--- src/rtl/swervolf_uart_monitor.sv ---
// UART receive monitor: 2-flop synchronizer, 8-bit frame FSM, show-ahead byte FIFO, sticky error flags.
// Define UART_MON_PARITY_EN to expect an even-parity bit between the data and the stop bit.
module swervolf_uart_monitor #(
  parameter int CLKS_PER_BIT = 434,
  parameter int FIFO_AW      = 4
) (
  input  logic             clk,
  input  logic             rst,
  input  logic             i_uart_rx,
  output logic [7:0]       o_data,
  output logic             o_valid,
  input  logic             i_ready,
  output logic [FIFO_AW:0] o_level,
  output logic             o_frame_err,
  output logic             o_parity_err,
  output logic             o_overflow,
  input  logic             i_clr
);

  localparam int            CW    = $clog2(CLKS_PER_BIT + 1);
  localparam int            DEPTH = 1 << FIFO_AW;
  localparam logic [CW-1:0] HALF  = CW'(CLKS_PER_BIT / 2);
  localparam logic [CW-1:0] LAST  = CW'(CLKS_PER_BIT - 1);

  typedef enum logic [2:0] {IDLE, START, DATA, PARITY, STOP, WAIT_IDLE} state_e;

  // Line idles high, so the synchronizer resets to 1 to avoid a false start.
  logic meta_q, rxs_q;
  always_ff @(posedge clk or posedge rst) begin
    if (rst) begin
      meta_q <= 1'b1;
      rxs_q  <= 1'b1;
    end else begin
      meta_q <= i_uart_rx;
      rxs_q  <= meta_q;
    end
  end

  state_e        state_q, state_d;
  logic [CW-1:0] cnt_q, cnt_d;
  logic [2:0]    bit_q, bit_d;
  logic [7:0]    shift_q, shift_d;
  logic          push, frame_set;
`ifdef UART_MON_PARITY_EN
  logic          par_bad_q, par_bad_d, par_set;
`endif

  always_comb begin
    state_d   = state_q;
    cnt_d     = cnt_q;
    bit_d     = bit_q;
    shift_d   = shift_q;
    push      = 1'b0;
    frame_set = 1'b0;
`ifdef UART_MON_PARITY_EN
    par_bad_d = par_bad_q;
    par_set   = 1'b0;
`endif
    case (state_q)
      IDLE: begin
        if (!rxs_q) begin
          state_d = START;
          cnt_d   = '0;
        end
      end
      START: begin
        if (cnt_q == HALF) begin
          cnt_d   = '0;
          bit_d   = '0;
          state_d = rxs_q ? IDLE : DATA;
        end else begin
          cnt_d = cnt_q + CW'(1);
        end
      end
      DATA: begin
        if (cnt_q == LAST) begin
          cnt_d   = '0;
          shift_d = {rxs_q, shift_q[7:1]};
          bit_d   = bit_q + 3'd1;
          if (bit_q == 3'd7) begin
`ifdef UART_MON_PARITY_EN
            state_d = PARITY;
`else
            state_d = STOP;
`endif
          end
        end else begin
          cnt_d = cnt_q + CW'(1);
        end
      end
`ifdef UART_MON_PARITY_EN
      PARITY: begin
        if (cnt_q == LAST) begin
          cnt_d     = '0;
          par_bad_d = rxs_q ^ (^shift_q);
          par_set   = par_bad_d;
          state_d   = STOP;
        end else begin
          cnt_d = cnt_q + CW'(1);
        end
      end
`endif
      STOP: begin
        if (cnt_q == LAST) begin
          cnt_d = '0;
          if (rxs_q) begin
            // Straight to IDLE so a start bit right after the stop bit is caught.
            state_d = IDLE;
`ifdef UART_MON_PARITY_EN
            push    = !par_bad_q;
`else
            push    = 1'b1;
`endif
          end else begin
            frame_set = 1'b1;
            state_d   = WAIT_IDLE;
          end
        end else begin
          cnt_d = cnt_q + CW'(1);
        end
      end
      WAIT_IDLE: begin
        if (rxs_q) state_d = IDLE;
      end
      default: state_d = IDLE;
    endcase
  end

  always_ff @(posedge clk or posedge rst) begin
    if (rst) begin
      state_q <= IDLE;
      cnt_q   <= '0;
      bit_q   <= '0;
      shift_q <= '0;
    end else begin
      state_q <= state_d;
      cnt_q   <= cnt_d;
      bit_q   <= bit_d;
      shift_q <= shift_d;
    end
  end

  // FIFO: extra pointer MSB separates full from empty.
  logic [FIFO_AW:0] wr_q, rd_q;
  logic [7:0]       mem_q [DEPTH];
  logic             empty, full, pop, wr_en, ovf_set;

  assign empty   = (wr_q == rd_q);
  assign full    = (wr_q[FIFO_AW] != rd_q[FIFO_AW]) &&
                   (wr_q[FIFO_AW-1:0] == rd_q[FIFO_AW-1:0]);
  assign pop     = !empty && i_ready;
  assign wr_en   = push && (!full || pop);
  assign ovf_set = push && full && !pop;

  always_ff @(posedge clk) begin
    if (wr_en) mem_q[wr_q[FIFO_AW-1:0]] <= shift_q;
  end

  always_ff @(posedge clk or posedge rst) begin
    if (rst) begin
      wr_q <= '0;
      rd_q <= '0;
    end else begin
      if (wr_en) wr_q <= wr_q + 1'b1;
      if (pop)   rd_q <= rd_q + 1'b1;
    end
  end

  assign o_valid = !empty;
  assign o_data  = empty ? 8'h00 : mem_q[rd_q[FIFO_AW-1:0]];
  assign o_level = wr_q - rd_q;

  // Sticky flags: a new event in the clear cycle keeps the flag set.
  logic frame_err_q, overflow_q;
  always_ff @(posedge clk or posedge rst) begin
    if (rst) begin
      frame_err_q <= 1'b0;
      overflow_q  <= 1'b0;
    end else begin
      frame_err_q <= (frame_err_q & ~i_clr) | frame_set;
      overflow_q  <= (overflow_q & ~i_clr) | ovf_set;
    end
  end
  assign o_frame_err = frame_err_q;
  assign o_overflow  = overflow_q;

`ifdef UART_MON_PARITY_EN
  logic par_err_q;
  always_ff @(posedge clk or posedge rst) begin
    if (rst) begin
      par_bad_q <= 1'b0;
      par_err_q <= 1'b0;
    end else begin
      par_bad_q <= par_bad_d;
      par_err_q <= (par_err_q & ~i_clr) | par_set;
    end
  end
  assign o_parity_err = par_err_q;
`else
  assign o_parity_err = 1'b0;
`endif

endmodule

--- config.mk ---
export PLATFORM = sky130hd
export DESIGN_NAME = swervolf_uart_monitor
export DESIGN_NICKNAME = d
export VERILOG_FILES = /design/src/rtl/swervolf_uart_monitor.sv
export SDC_FILE = /design/constraint.sdc
export NUM_CORES = 1
export LEC_CHECK = 0
export CORE_UTILIZATION = 60
export CTS_CLUSTER_SIZE = 40
export DETAILED_ROUTE_END_ITERATION = 16
export DONT_BUFFER_PORTS = 1
export GPL_ROUTABILITY_DRIVEN = 0
export PLACE_DENSITY = 0.76
export SLEW_MARGIN = 10
export SYNTH_ARGS = -nofsm -noshare
export SYNTH_HDL_FRONTEND = slang
export SYNTH_SLANG_ARGS = --single-unit
--- constraint.sdc ---
create_clock -name clk -period 3.33 [get_ports clk]
set_input_delay 0.333 -clock clk [delete_from_list [all_inputs] [get_ports clk]]
set_output_delay 0.333 -clock clk [all_outputs]
set_load 0.02 [all_outputs]
==> results of run 1 <==
## critical path, stage by stage, from the launching register on
cell	delay [ns]
dfrtp_1	0.46
ha_1	0.38
nand4_1	0.13
nand2b_1	0.39
nand2_1	0.38
o22ai_1	0.35
buf_4	0.20
## kinds of logic (layout without fill, tap and decap cells)
group / count (synthesis) / in the layout / share of synthesized area
and+or+nand+nor: 87 / 87 / 0.06736
adders and majority gates: 14 / 14 / 0.02609
muxes: 61 / 61 / 0.1465
buffers and inverters: 35 / 66 / 0.02197
AOI/OAI and AO/OA: 39 / 39 / 0.03859
DFF: 165 / 165 / 0.6814
other: 1 / 1 / 0.0005355
xor gates and xnor gates: 14 / 14 / 0.01751
## per-layer routing
metal,global-route usage,vias up,share of wire
met2,0.4009,128,0.50
met4,0.08571,0,0.015
met1,0.3594,1854,0.41
met3,0.05761,17,0.075
li1,-,1655,-
met5,0,-,0
## placed cells by master, fill, tap and decap left out, types with 2 or more instances in the layout
| master | synthesis | final |
|---|---|---|
| a21o_1 | 2 | 2 |
| a21oi_1 | 5 | 5 |
| and2_1 | 5 | 5 |
| and3_1 | 15 | 15 |
| buf_4 | 1 | 13 |
| bufinv_16 | 0 | 5 |
| clkbuf_1 | 5 | 4 |
| clkbuf_16 | 0 | 17 |
| clkinv_1 | 0 | 3 |
| clkinvlp_4 | 0 | 2 |
| dfrtp_1 | 35 | 34 |
| dfstp_2 | 2 | 2 |
| dlygate4sd3_1 | 0 | 3 |
| edfxtp_1 | 128 | 128 |
| ha_1 | 13 | 13 |
| inv_1 | 17 | 17 |
| mux2_1 | 2 | 2 |
| mux2_2 | 10 | 10 |
| mux2i_1 | 17 | 17 |
| mux4_2 | 32 | 32 |
| nand2_1 | 24 | 24 |
| nand3_1 | 9 | 9 |
| nand4_1 | 2 | 2 |
| nor2_1 | 10 | 10 |
| nor2b_1 | 4 | 4 |
| nor3_1 | 6 | 6 |
| nor3b_1 | 2 | 2 |
| o211ai_1 | 3 | 3 |
| o21ai_0 | 6 | 6 |
| o22ai_1 | 13 | 13 |
| o31a_1 | 2 | 2 |
| xnor2_1 | 11 | 11 |
| xor2_1 | 3 | 3 |
## state kept, by name, indices dropped and copies added (netlist names)
signal and count:
rd_q 5, bit_q 3, meta_q 1, mem_q 128
state_q 3, rxs_q 1, shift_q 8, o_frame_err 1
wr_q 5, o_overflow 1, cnt_q 9
## worst paths after layout
check,startpoint,to,depth (start not counted)
max in group asynchronous,rst,rd_q[0],3
setup reg to reg,cnt_q[1],mem_q[3][0],6
min in group asynchronous,rst,cnt_q[6],2
setup / recovery,wr_q[2],o_data[4],6
hold reg to reg,meta_q,rxs_q,0
hold / removal,i_clr,o_overflow,1
## metrics by stage
stage | hold WS [ns] | std cells
4_1_cts | 0.01933 | 590
3_5_place_dp | 0.3376 | 555
6_report | 0.03523 | 590
3_3_place_gp | 0.3375 | 555
5_1_grt | 0.02057 | 590
2_1_floorplan | 0.3375 | 416
## where the power goes
part | internal, uW | switching, uW | leakage [uW]
logic | 324 | 529 | 0.000996
clock network | 1320 | 745 | 0.000294
registers | 2230 | 29.1 | 0.00197
total | 3880 | 1300 | 0.00326
## layout make-up
type,count,area (um2)
clock buffers,21,440.4
flip-flops and latches,165,4773
well taps,143,178.9
inverters,18,67.56
repair buffers,16,127.6
multi-input cells,216,2077
fillers,750,3572
clock inverters,11,181.4
## what timing repair did
action | CTS | global route
hold buffers | 3 | 0
hold endpoints to repair | 17 | 0
gates resized for setup | 0 | 0
==> flow_metrics.env, run 1 <==
export IMPL_outcome="finished clean"
export IMPL_synth_cells=416
export IMPL_port_buffers=0
export IMPL_num_io_pins=22
export IMPL_initial_core_util=0.6133
export IMPL_hold_violations=0
export IMPL_fin_crit_sh=0.9134
export IMPL_powerDensity_mw_per_mm2=660.2
export IMPL_synthTopCellsByArea="edfxtp_1 (55%), dfrtp_1 (13%), mux4_2 (10%)"
export IMPL_clock_sinks=165
export IMPL_wl_mm=13.84
export IMPL_dpl_worst_slack_ns=0.6973
export IMPL_ys_types=52
export IMPL_dp_hpwl_mm=8.591
export IMPL_ant_nets=0
export IMPL_ys_warn_count=0
export IMPL_synth_common_cells="edfxtp_1 (128), dfrtp_1 (35), mux4_2 (32)"
export IMPL_grt_pass1_wl_mm=21.42
export IMPL_root_buffer="clkbuf_16"
export IMPL_nets=453
export IMPL_ir_drop_mv=0.5940
export IMPL_place_area_mm2=0.007194
export IMPL_finalSetupTns_ns=0
export IMPL_path_max_fanout=8
export IMPL_synth_ff_type="edfxtp_1"
export IMPL_crit_required_ns=3.00
export IMPL_area_delta_synth_final_pct=12.04
export IMPL_synth_edf_count=128
export IMPL_clkTransAtPathRegs_ns=0.06
export IMPL_yosys_area_top_type="edfxtp_1"
export IMPL_cts_tree="built"
export IMPL_finClkSkew_ns=0.009711
export IMPL_synth_seq_cells=165
export IMPL_setup_violations=0
export IMPL_cts_buffers=17
export IMPL_final_core_util=0.6872
export IMPL_worst_pin_slew_ns=0.8075
export IMPL_maxCapViolations=0
export IMPL_cp_arrival_ns=2.71
export IMPL_drc=0
export IMPL_relSlewSlack=0.4605
export IMPL_avgRoutedWirePerCell_um=23.46
export IMPL_async_flop_share=0.2242
export IMPL_grtUsageTotal=0.2556
export IMPL_grt_max_degree=37
export IMPL_design_area_mm2=0.007846
export IMPL_yosysMostFrequentCell="edfxtp_1"
export IMPL_syn_area_per_cell_um2=16.83
export IMPL_synth_top_area_frac=0.5489
export IMPL_antenna_cells=0
export IMPL_endpoint_kind="output pin"
export IMPL_grt_overflow=0
export IMPL_die_area_mm2=0.01211
export IMPL_syn_area_mm2=0.007003
export IMPL_period_minus_slack_ns=3.042
export IMPL_r2r_slack_ns=0.67
export IMPL_drt_iter0_drc=328
export IMPL_max_freq_ghz=0.3288
export IMPL_viasPerCell=6.193
export IMPL_dr_pass1_iters=4
export IMPL_finalPower_uw=5180
export IMPL_fin_ws_ns=0.2884
export IMPL_fp_row_count=39
export IMPL_rsz0062_at_grt="false"
export IMPL_p_leak_uw=0.003256
export IMPL_drive_gt1_frac=0.2036
export IMPL_die_height_um=110.0
export IMPL_cts_setup_buffers=0
export IMPL_grt_pass1_vias=3779
export IMPL_vias=3654
export IMPL_die_w_um=110.0
export IMPL_clock_latency_ns=0.42
export IMPL_maxSlewViolCount=0
export IMPL_startpoint_type="flip-flop"
export IMPL_crit_type="flip-flop to output pin"
export IMPL_coreArea_mm2=0.01142
export IMPL_cts_max_level=4
export IMPL_grt_antenna_before_repair=0
export IMPL_syn_nets=435
export IMPL_cts_buffer_depth=2
export IMPL_seq_area_frac_synth=0.6814
export IMPL_hold_path_class="input pin to flip-flop"
Power figures use the tool's default switching activity.
==> run 2, diff against run 1 <==
--- a/config.mk
+++ b/config.mk
@@ -5,12 +5,14 @@
 export SDC_FILE = /design/constraint.sdc
 export NUM_CORES = 1
 export LEC_CHECK = 0
+export CORE_ASPECT_RATIO = 0.75
 export CORE_UTILIZATION = 60
 export CTS_CLUSTER_SIZE = 40
 export DETAILED_ROUTE_END_ITERATION = 16
 export DONT_BUFFER_PORTS = 1
 export GPL_ROUTABILITY_DRIVEN = 0
 export PLACE_DENSITY = 0.76
+export SETUP_SLACK_MARGIN = 0.5
 export SLEW_MARGIN = 10
 export SYNTH_ARGS = -nofsm -noshare
 export SYNTH_HDL_FRONTEND = slang
==> run 2 against run 1 <==
Effect of this change: flip-flop and latch count unchanged; sequential share of layout area about the same; utilization grew 1.7 points; via count up 4.1%; wire length decreased by 0.62%; clock power is 3% lower; sequential power about the same; design area barely moved; maximum frequency increased by 13%; combinational power grew 0.5%; global-route usage is 0.33 points lower; worst setup slack improved by 0.36 ns; largest cell class unchanged.
==> flow_metrics.env, run 2 (same netlist as run 1, synthesis figures left out) <==
export IMPL_outcome="finished clean"
export IMPL_max_freq_ghz=0.3731
export IMPL_p_comb_frac=0.167
export IMPL_dp_hpwl_mm=8.838
export IMPL_final_cell_mix="edfxtp_1 (128), dfrtp_1 (34), mux4_2 (32)"
export IMPL_nets=455
export IMPL_dr_pass1_iters=4
export IMPL_grt_pass1_vias=3625
export IMPL_finClkSkew_ns=0.01289
export IMPL_root_buffer="clkbuf_16"
export IMPL_powerDensity_mw_per_mm2=652.0
export IMPL_grt_pass1_wl_mm=21.38
export IMPL_maxSlewViolCount=0
export IMPL_setup_violations=0
export IMPL_cts_setup_buffers=0
export IMPL_seqPwrFrac=0.442
export IMPL_vias=3802
export IMPL_critPathLaunch="rd_q[2]"
export IMPL_crit_required_ns=3.00
export IMPL_area_delta_synth_final_pct=12.10
export IMPL_multi_input_area_mm2=0.002085
export IMPL_reg2reg_from="rd_q[2]"
export IMPL_netSwitchingPower_uw=1415
export IMPL_fin_crit_sh=0.8050
export IMPL_clkTransAtPathRegs_ns=0.07
export IMPL_startpoint_type="flip-flop"
export IMPL_drc=0
export IMPL_path_max_fanout=8
export IMPL_wl_mm=13.76
export IMPL_die_height_um=95.56
export IMPL_relSlewSlack=0.5613
export IMPL_die_area_mm2=0.01211
export IMPL_cts_tree="built"
export IMPL_ir_drop_mv=0.3987
export IMPL_cts_max_level=4
export IMPL_viasPerCell=6.455
export IMPL_rsz0062_at_grt="false"
export IMPL_clock_sinks=165
export IMPL_drive_gt1_frac=0.2294
export IMPL_ant_nets=0
export IMPL_grtUsageTotal=0.2523
export IMPL_cp_arrival_ns=2.35
export IMPL_rr_worst_depth=7
export IMPL_crit_type="flip-flop to output pin"
export IMPL_cts_buffers=17
export IMPL_antenna_cells=0
export IMPL_p_int_uw=3703
export IMPL_cts_buffer_depth=2
export IMPL_hold_path_class="input pin to flip-flop"
export IMPL_p_sw_frac=0.2764
export IMPL_r2r_slack_ns=0.81
export IMPL_pwr_share_clk=0.391
export IMPL_coreArea_mm2=0.01115
export IMPL_num_io_pins=22
export IMPL_finalSetupTns_ns=0
export IMPL_grt_antenna_before_repair=0
export IMPL_worst_pin_slew_ns=0.6530
export IMPL_avgRoutedWirePerCell_um=23.35
export IMPL_r2r_end="mem_q[10][4]"
export IMPL_n_fill_cell=720
export IMPL_largest_reg_flops=128
export IMPL_fp_row_count=33
export IMPL_layout_commonest_cell="edfxtp_1"
export IMPL_crit_end="o_data[1]"
export IMPL_p_leak_uw=0.003272
export IMPL_seqCellArea_mm2=0.004773
export IMPL_maxCapViolations=0
export IMPL_grt_overflow=0
export IMPL_endpoint_kind="output pin"
export IMPL_finalPower_uw=5118
export IMPL_clock_latency_ns=0.43
export IMPL_port_buffers=0
export IMPL_drt_iter0_drc=318
export IMPL_hold_violations=0
export IMPL_grt_max_degree=37
export IMPL_hold_depth=2
export IMPL_initial_core_util=0.6282
export IMPL_die_w_um=126.8
export IMPL_period_minus_slack_ns=2.681
## run 2: cell types whose count changed in the layout (fill, tap and decap cells not counted), moves of 3 or more
cell | before | now
clkbuf_1 | 4 | 0
inv_8 | 0 | 5
clkinv_1 | 3 | 0
inv_6 | 0 | 4
bufinv_16 | 5 | 2
## run 2: worst min-delay path by stage
stage	start	end	slack, ns
6_report	i_ready	rd_q[3]	0.07
5_1_grt	i_ready	rd_q[3]	0.08
4_1_cts	i_ready	rd_q[3]	0.06
3_5_place_dp	rst	rd_q[1]	0.09
3_3_place_gp	rst	rd_q[3]	0.09
2_1_floorplan	i_uart_rx	meta_q	0.34
## run 2: area by class of cell
class / count / share of cell area
Multi-Input combinational cell: 216 / 0.2655
Clock buffer: 17 / 0.05419
Tap cell: 140 / 0.02231
Timing Repair Buffer: 18 / 0.01817
Sequential cell: 165 / 0.6081
Clock inverter: 15 / 0.02311
Inverter: 18 / 0.008607
## run 2: through the flow
| step | cells | hold slack [ns] | util | instance area (um2) | setup WS (ns) |
|---|---|---|---|---|---|
| final | 589 | 0.07036 | 0.7042 | 7850 | 0.6495 |
| after global routing | 589 | 0.08335 | 0.7042 | 7850 | 0.5238 |
| after CTS | 589 | 0.06297 | 0.7037 | 7845 | 0.5891 |
| after detailed placement | 554 | 0.09135 | 0.6464 | 7206 | 0.8689 |
| after global placement | 554 | 0.09043 | 0.6464 | 7206 | 0.9392 |
| after floorplan | 416 | 0.3375 | - | 7004 | 0.4992 |
## run 2: what timing repair did
action,CTS,global route
hold buffers,3,0
gates resized for setup,1,2
gates cloned,0,0
endpoints found under the hold margin,21,0
setup endpoints to repair,8,8
## run 2: layer usage
metal	GRT usage	vias up	share of wire
li1	-	1663	-
met3	0.05556	22	0.072
met2	0.3688	170	0.46
met5	0	-	0
met1	0.3718	1947	0.45
met4	0.1071	0	0.020
## run 2: power by group through the flow
stage	Sequential [uW]	Combinational [uW]	Clock (uW)
2_1_floorplan	2300	697	0
4_1_cts	2260	860	2020
3_5_place_dp	2300	854	0
5_1_grt	2270	917	2100
6_report	2260	857	2000
3_3_place_gp	2300	840	0
## run 2: worst max-delay path, stage by stage (launching register included)
cell,delay (ns)
dfrtp_1,0.41
inv_1,0.12
ha_1,0.35
nand4_1,0.12
nand2b_2,0.28
nand2_2,0.20
o22ai_1,0.26
buf_4,0.18
